===== src/rtl/rgbled_pkg.sv =====
// Shared types for the RGB LED frame sequencer: colour word layout and FSM states.
package rgbled_pkg;

   // Field order matches WS281x wire order: G first, then R, then B.
   typedef struct packed {
      logic [7:0] g;
      logic [7:0] r;
      logic [7:0] b;
   } rgb_t;

   typedef enum logic [1:0] {
      IDLE  = 2'd0,
      SEND  = 2'd1,
      DRAIN = 2'd2
   } rgbled_state_e;

   localparam rgb_t RGB_OFF = '0;

endpackage


===== src/rtl/rgbled_frame_seq.sv =====
// Frame sequencer feeding ws281x_drv: shadow/active colour registers, periodic refresh,
// and one 24-bit word per LED over a valid/ack handshake with data_last on the final word.
module rgbled_frame_seq
   import rgbled_pkg::*;
#(
   parameter int unsigned NumLeds       = 2,
   parameter int unsigned RefreshCycles = 500_000,
   localparam int unsigned IdxW         = (NumLeds > 1) ? $clog2(NumLeds) : 1
) (
   input  logic            main_clk_buf,
   input  logic            rst_sys_n,
   input  logic            wr_en_i,
   input  logic [IdxW-1:0] wr_idx_i,
   input  logic [23:0]     wr_data_i,
   input  logic            update_i,
   input  logic            off_i,
   output logic            go_o,
   output logic [23:0]     data_o,
   output logic            data_valid_o,
   output logic            data_last_o,
   input  logic            data_ack_i,
   input  logic            drv_idle_i,
   output logic            busy_o
);

   localparam int unsigned CntW = (RefreshCycles > 1) ? $clog2(RefreshCycles) : 1;
   localparam logic [CntW-1:0] CntLast = CntW'(RefreshCycles - 1);
   localparam logic [IdxW-1:0] IdxLast = IdxW'(NumLeds - 1);

   rgbled_state_e   state_q, state_d;
   logic [IdxW-1:0] idx_q, idx_d;
   logic [CntW-1:0] cnt_q, cnt_d;
   logic            pending_q, pending_d;
   logic            busy_q, busy_d;
   rgb_t            shadow_q [NumLeds];
   rgb_t            shadow_d [NumLeds];
   rgb_t            active_q [NumLeds];
   rgb_t            active_d [NumLeds];

   logic tick;
   logic commit;
   logic word_last;

   assign tick      = (cnt_q == CntLast);
   assign word_last = (idx_q == IdxLast);

   always_comb begin
      state_d   = state_q;
      idx_d     = idx_q;
      cnt_d     = tick ? '0 : cnt_q + CntW'(1);
      shadow_d  = shadow_q;
      active_d  = active_q;
      commit    = 1'b0;

      if (wr_en_i && (32'(wr_idx_i) < NumLeds)) begin
         shadow_d[wr_idx_i] = wr_data_i;
      end

      unique case (state_q)
         IDLE: begin
            if ((tick || pending_q) && drv_idle_i) begin
               if (pending_q) begin
                  active_d = shadow_q;
                  commit   = 1'b1;
               end
               idx_d   = '0;
               cnt_d   = '0;
               state_d = SEND;
            end
         end
         SEND: begin
            if (data_ack_i) begin
               if (word_last) begin
                  state_d = DRAIN;
               end else begin
                  idx_d = idx_q + IdxW'(1);
               end
            end
         end
         DRAIN: begin
            if (drv_idle_i) begin
               state_d = IDLE;
            end
         end
         default: state_d = IDLE;
      endcase

      // A pulse coinciding with a commit re-arms pending: the commit copied the
      // shadow as it stood before this cycle's write.
      pending_d = update_i | (pending_q & ~commit);
      busy_d    = (state_d != IDLE);
   end

   always_ff @(posedge main_clk_buf or negedge rst_sys_n) begin
      if (!rst_sys_n) begin
         state_q   <= IDLE;
         idx_q     <= '0;
         cnt_q     <= '0;
         pending_q <= 1'b0;
         busy_q    <= 1'b0;
         shadow_q  <= '{default: RGB_OFF};
         active_q  <= '{default: RGB_OFF};
      end else begin
         state_q   <= state_d;
         idx_q     <= idx_d;
         cnt_q     <= cnt_d;
         pending_q <= pending_d;
         busy_q    <= busy_d;
         shadow_q  <= shadow_d;
         active_q  <= active_d;
      end
   end

   always_comb begin
      go_o         = 1'b0;
      data_valid_o = 1'b0;
      data_last_o  = 1'b0;
      data_o       = RGB_OFF;
      if (state_q == SEND) begin
         go_o         = 1'b1;
         data_valid_o = 1'b1;
         data_last_o  = word_last;
         data_o       = off_i ? RGB_OFF : active_q[idx_q];
      end
   end

   assign busy_o = busy_q;

endmodule


===== config.mk =====
export PLATFORM = sky130hd
export DESIGN_NAME = rgbled_frame_seq
export DESIGN_NICKNAME = d
export VERILOG_FILES = /design/src/rtl/rgbled_pkg.sv /design/src/rtl/rgbled_frame_seq.sv
export SDC_FILE = /design/constraint.sdc
export NUM_CORES = 1
export LEC_CHECK = 0
export CORE_MARGIN = 2
export CORE_UTILIZATION = 30
export DETAILED_ROUTE_END_ITERATION = 8
export PLACE_DENSITY = 0.56
export SLEW_MARGIN = 20
export SYNTH_ARGS = -nofsm -noshare
export SYNTH_HDL_FRONTEND = slang
export SYNTH_SLANG_ARGS = --single-unit

===== constraint.sdc =====
create_clock -name main_clk_buf -period 2.1 [get_ports main_clk_buf]
set_input_delay 0.315 -clock main_clk_buf [delete_from_list [all_inputs] [get_ports main_clk_buf]]
set_output_delay 0.315 -clock main_clk_buf [all_outputs]
set_load 0.02 [all_outputs]

# After elaboration in Yosys (flattened, before gate mapping)
# Cells that the tools add are included.
# totals
register_bits	120
output_inout_bits	28
word_cells	65
# op_classes
mux	25
reduce_logical	8
eq_ne	5
add_sub_neg	2
n_lt_le_gt_ge	3
n_bitwise	5
# ops
operator	n
$mux W24	6
$mux W19	3
$bwmux W48	1
$demux W24 S1	1
$add A19 B1 Y19 const B	1
$eq A19 B19 Y1 const B	1
$mux W1	8
$mux W2	4
$pmux W2 S3	1
$reduce_and A3 Y1	2
$ge A2 B2 Y1 const B	2
$ne A2 B2 Y1 const B	2
$not A1 Y2	2
$reduce_bool A2 Y1	2
$eq A2 B1 Y1 const B	1
$eq A2 B2 Y1 const B	1
$logic_and A1 B1 Y1	2
$logic_not A2 Y1	1
$lt A2 B1 Y1 const B	1
$pmux W1 S2	1
$add A1 B1 Y1 const B	1
$and A1 B1 Y1	1
$logic_or A1 B1 Y1	1
$not A1 Y1	1
$or A1 B1 Y1	1

# Depth between registers and ports, before layout
# logic_depth
depth_word	8
depth_mapped	7
depth_no_buf	5

# Worst setup path before layout
# No wires, ideal clock.
# synth_path
kind	register to output
startpoint	reg state_q[0]
endpoint	out data_o[10]
n_path_buf	2
required_ns	1.785
path_slack_ns	0.119
stages_incl_launch_ff	6
arrival_time_ns	1.666
path_cell_list	dfrtp_1 > nor2b_1 > nand2b_1 > clkbuf_1 > clkbuf_1 > nor2_1
# synth_via
elab_chain_len	2
# synth_lines
element	line_no	text
start: declaration	rgbled_frame_seq.sv:30	rgbled_state_e state_q, state_d;
start signal: assignment	rgbled_frame_seq.sv:104	state_q <= state_d;
$eq A2 B1 Y1	rgbled_frame_seq.sv:119	if (state_q == SEND) begin
$mux W24	rgbled_frame_seq.sv:119	
end: declaration	rgbled_frame_seq.sv:18	output logic [23:0] data_o,
# No other way between the ends.

# Worst setup path in the final report
# layout_path
startpoint	reg state_q[1]
endpoint	out data_o[5]
# The elaborated chain is that of the path after synthesis.

==> flow_summary_export.csv <==
group,metric,value,unit
cells_and_area,final_cell_mix,"dfrtp_1 (119), nand2_1 (79), mux2_2 (72)",
grt,grt_max_degree,42,
routing,routedWlPerCell,14.7,um
place,place_congestion,0.710,
setup_path,cp_data_arrival_time,1.69,ns
routing,top_layer,"met4",
power,pwr_density_cell,1280,nW/um^2
setup_path,crit_buf_inv,2,
routing,drtPass1Iterations,4,
clocking,cts_buffers,17,
die,die_y,135,um
timing,fmax,499,MHz
synth,synth-edff-count,0,
synth,ys_warn_count,0,
synth,syn_avg_cell_area,11.9,um^2
timing,setup_viol,0,
cells_and_area,area_growth,27.9,%
setup_path,crit_type,"reg -> out",
setup_path,path_delay_family,"buffers and inverters",
routing,via_per_inst,4.56,
routing,wl_met1,5310,um
clocking,cts_tree,"yes",
power,ir_drop,609,uV
synth,seq_area_frac_synth,0.586,
timing,final.min_clock_period,2.01,ns
setup_path,worstPathRequired,1.78,ns
clocking,clkLatencyLatePin,0.41,ns
place,placedCellCount,702,
die,die_area,18100,um^2
clocking,clockBufferDepth,2,
cells_and_area,n_antenna_cell,0,
synth,ys_ff_latch,120,
synth,async_flop_share,1.00,
synth,synthTopCellsByArea,"dfrtp_1 (59%), mux2_2 (16%), nand2_1 (5.8%)",
synth,synth_top_area_share,0.586,
die,start_util,0.308,
grt,grt_pass1_vias,3564,
routing,drtIter0Drc,55,
cells_and_area,stdcell_count,737,
synth,synth_fp_nets,462,
die,io_pins,60,
clocking,cts.reportedPaths.clkPinSlew,0.05,ns
cells_and_area,final_common_cell,"dfrtp_1",
place,port_buffers,59,
timing,skew,0.00448,ns
die,core,16600,um^2
routing,wirelength,10800,um
setup_path,crit_slowest_cell,"dfrtp_1",
routing,drc,0,
grt,track_usage,0.130,
timing,rsz0062_at_grt,"false",
setup_path,cpPeakStageDelay,0.43,ns
cells_and_area,fillCellCount,1627,
setup_path,cp_max_fo,11,
setup_path,cp_cell_sequence,"nor2b_2 > nand2b_1 > buf_4 > nor2_1 > clkdlybuf4s15_2",
setup_path,worst_setup_path_start_kind,"flip-flop",
die,rows,47,
clocking,htree_levels,4,
grt,grt.overflow.total,0,
cells_and_area,fin_util,0.394,
cells_and_area,fin_nets,537,
synth,synth_flop_cell,"dfrtp_1",
clocking,clock_sinks,120,
synth,synth_area,5120,um^2
grt,antenna_found_initial,0,
worst_hold_path,hold_path_class,"in -> async",
timing,whs,0.420,ns
job,maxCapViolCount,0,
cells_and_area,drive_gt1_frac,0.298,
routing,wl_met2,4930,um
synth,yosysTopAreaCell,"dfrtp_1",
synth,synthCells,429,
routing,met3_length,408,um
timing,relSlewSlack,0.672,
place,dp_hpwl,7050,um
outcome,outcome,"complete, no violations",
timing,worst_slew_pin_slew,0.492,ns
setup_path,endpoint_kind,"output pin",
routing,via_count,3363,
timing,final_max_slew_viol_count,0,
grt,grt_pass1_wl,18100,um
synth,synth_cell_types,41,
timing,period_share,0.955,
routing,drt.antenna.violating_nets,0,
timing,hold_viol_final,0,
die,dieWidth,135,um
power,p_leak,3.04,nW
clocking,cts_root_buffer,"clkbuf_16",
## sequential cells by signal (all words and copies together), names as in the netlist
| signal | flops |
|---|---|
| pending_q | 1 |
| state_q | 2 |
| idx_q | 1 |
| busy_o | 1 |
| cnt_q | 19 |
| active_q | 48 |
| shadow_q | 48 |
## worst paths after layout
| path | startpoint | end | slack (ns) | depth (start not counted) |
|---|---|---|---|---|
| worst max register to register | cnt_q[9] | cnt_q[18] | 0.25 | 5 |
| min in group main_clk_buf | wr_data_i[8] | shadow_q[32] | 0.46 | 3 |
| worst min-delay path | rst_sys_n | shadow_q[18] | 0.42 | 2 |
| max in group asynchronous | rst_sys_n | shadow_q[24] | 1.06 | 3 |
| worst min register to register | pending_q | pending_q | 0.47 | 1 |
| worst max-delay path | state_q[1] | data_o[5] | 0.09 | 5 |
## through the flow
stage	area [um^2]	total power, W	worst slack, ns	TNS, ns
floorplan	5120	0.00491	0.119	0
global placement	6070	0.00570	-0.0266	-0.175
detailed placement	6070	0.00578	-0.0409	-0.236
CTS	6640	0.00853	0.000191	0
global route	6550	0.00887	0.00923	0
finish	6550	0.00837	0.0942	0
## power breakdown
group          switching, W  internal [W]  total [W]  leakage [nW]
registers          0.000353       0.00298    0.00333          1.48
clock network      0.000981       0.00175    0.00273         0.263
logic               0.00110       0.00122    0.00231          1.30
## layer usage
layer  global-route usage  up-vias
met5                    0        -
met3               0.0383       19
met1                0.169     1678
met2                0.204       51
li1                     -     1615
met4               0.0544        0
## what timing repair did
action                                 CTS  global route
setup endpoints to repair               25            26
endpoints found under the hold margin   33             0
buffers inserted                         2             0
hold buffers                             1             0
resized for setup                       37            40
## cell usage after synthesis (2+ instances only)
| master | instances |
|---|---|
| dfrtp_1 | 120 |
| nand2_1 | 79 |
| mux2_2 | 72 |
| nor2_1 | 41 |
| mux2i_1 | 24 |
| clkbuf_1 | 11 |
| xor2_1 | 11 |
| buf_2 | 8 |
| nand3_1 | 8 |
| nand4_1 | 5 |
| a21oi_1 | 4 |
| a31oi_1 | 3 |
| and4_1 | 3 |
| buf_1 | 3 |
| inv_1 | 3 |
| a21o_1 | 2 |
| nand2b_1 | 2 |
| nor2b_1 | 2 |
| o21ai_0 | 2 |
| o31ai_1 | 2 |
| or3_1 | 2 |
| or4_1 | 2 |
| xnor2_1 | 2 |
## worst register-to-register path, cell delays in order, from the launching register on
cell and delay (ns):
dfrtp_1 0.43, or4_4 0.54, and4bb_1 0.28, a31o_1 0.23
buf_4 0.19, a21oi_1 0.05
## logic make-up (layout without fill, tap and decap cells)
kind of cell	after synthesis	count (layout)	synth area share
compound gates	17	17	0.0227
xor+xnor	13	13	0.0222
buf+inv	28	116	0.0278
flops	120	120	0.586
simple gates	154	154	0.134
mux	96	96	0.205
fa+ha+maj	1	1	0.00244
## area by class of cell
cell class / instances / area (um^2) / area share
inverters: 3 / 11.3 / 0.00172
flip-flops and latches: 120 / 3000 / 0.458
clock inverters: 6 / 65.1 / 0.00993
repair buffers: 81 / 712 / 0.109
clock buffers: 26 / 499 / 0.0762
multi-input cells: 281 / 1990 / 0.303
well taps: 220 / 275 / 0.0420
No activity file was read; power rests on OpenSTA's default activity.
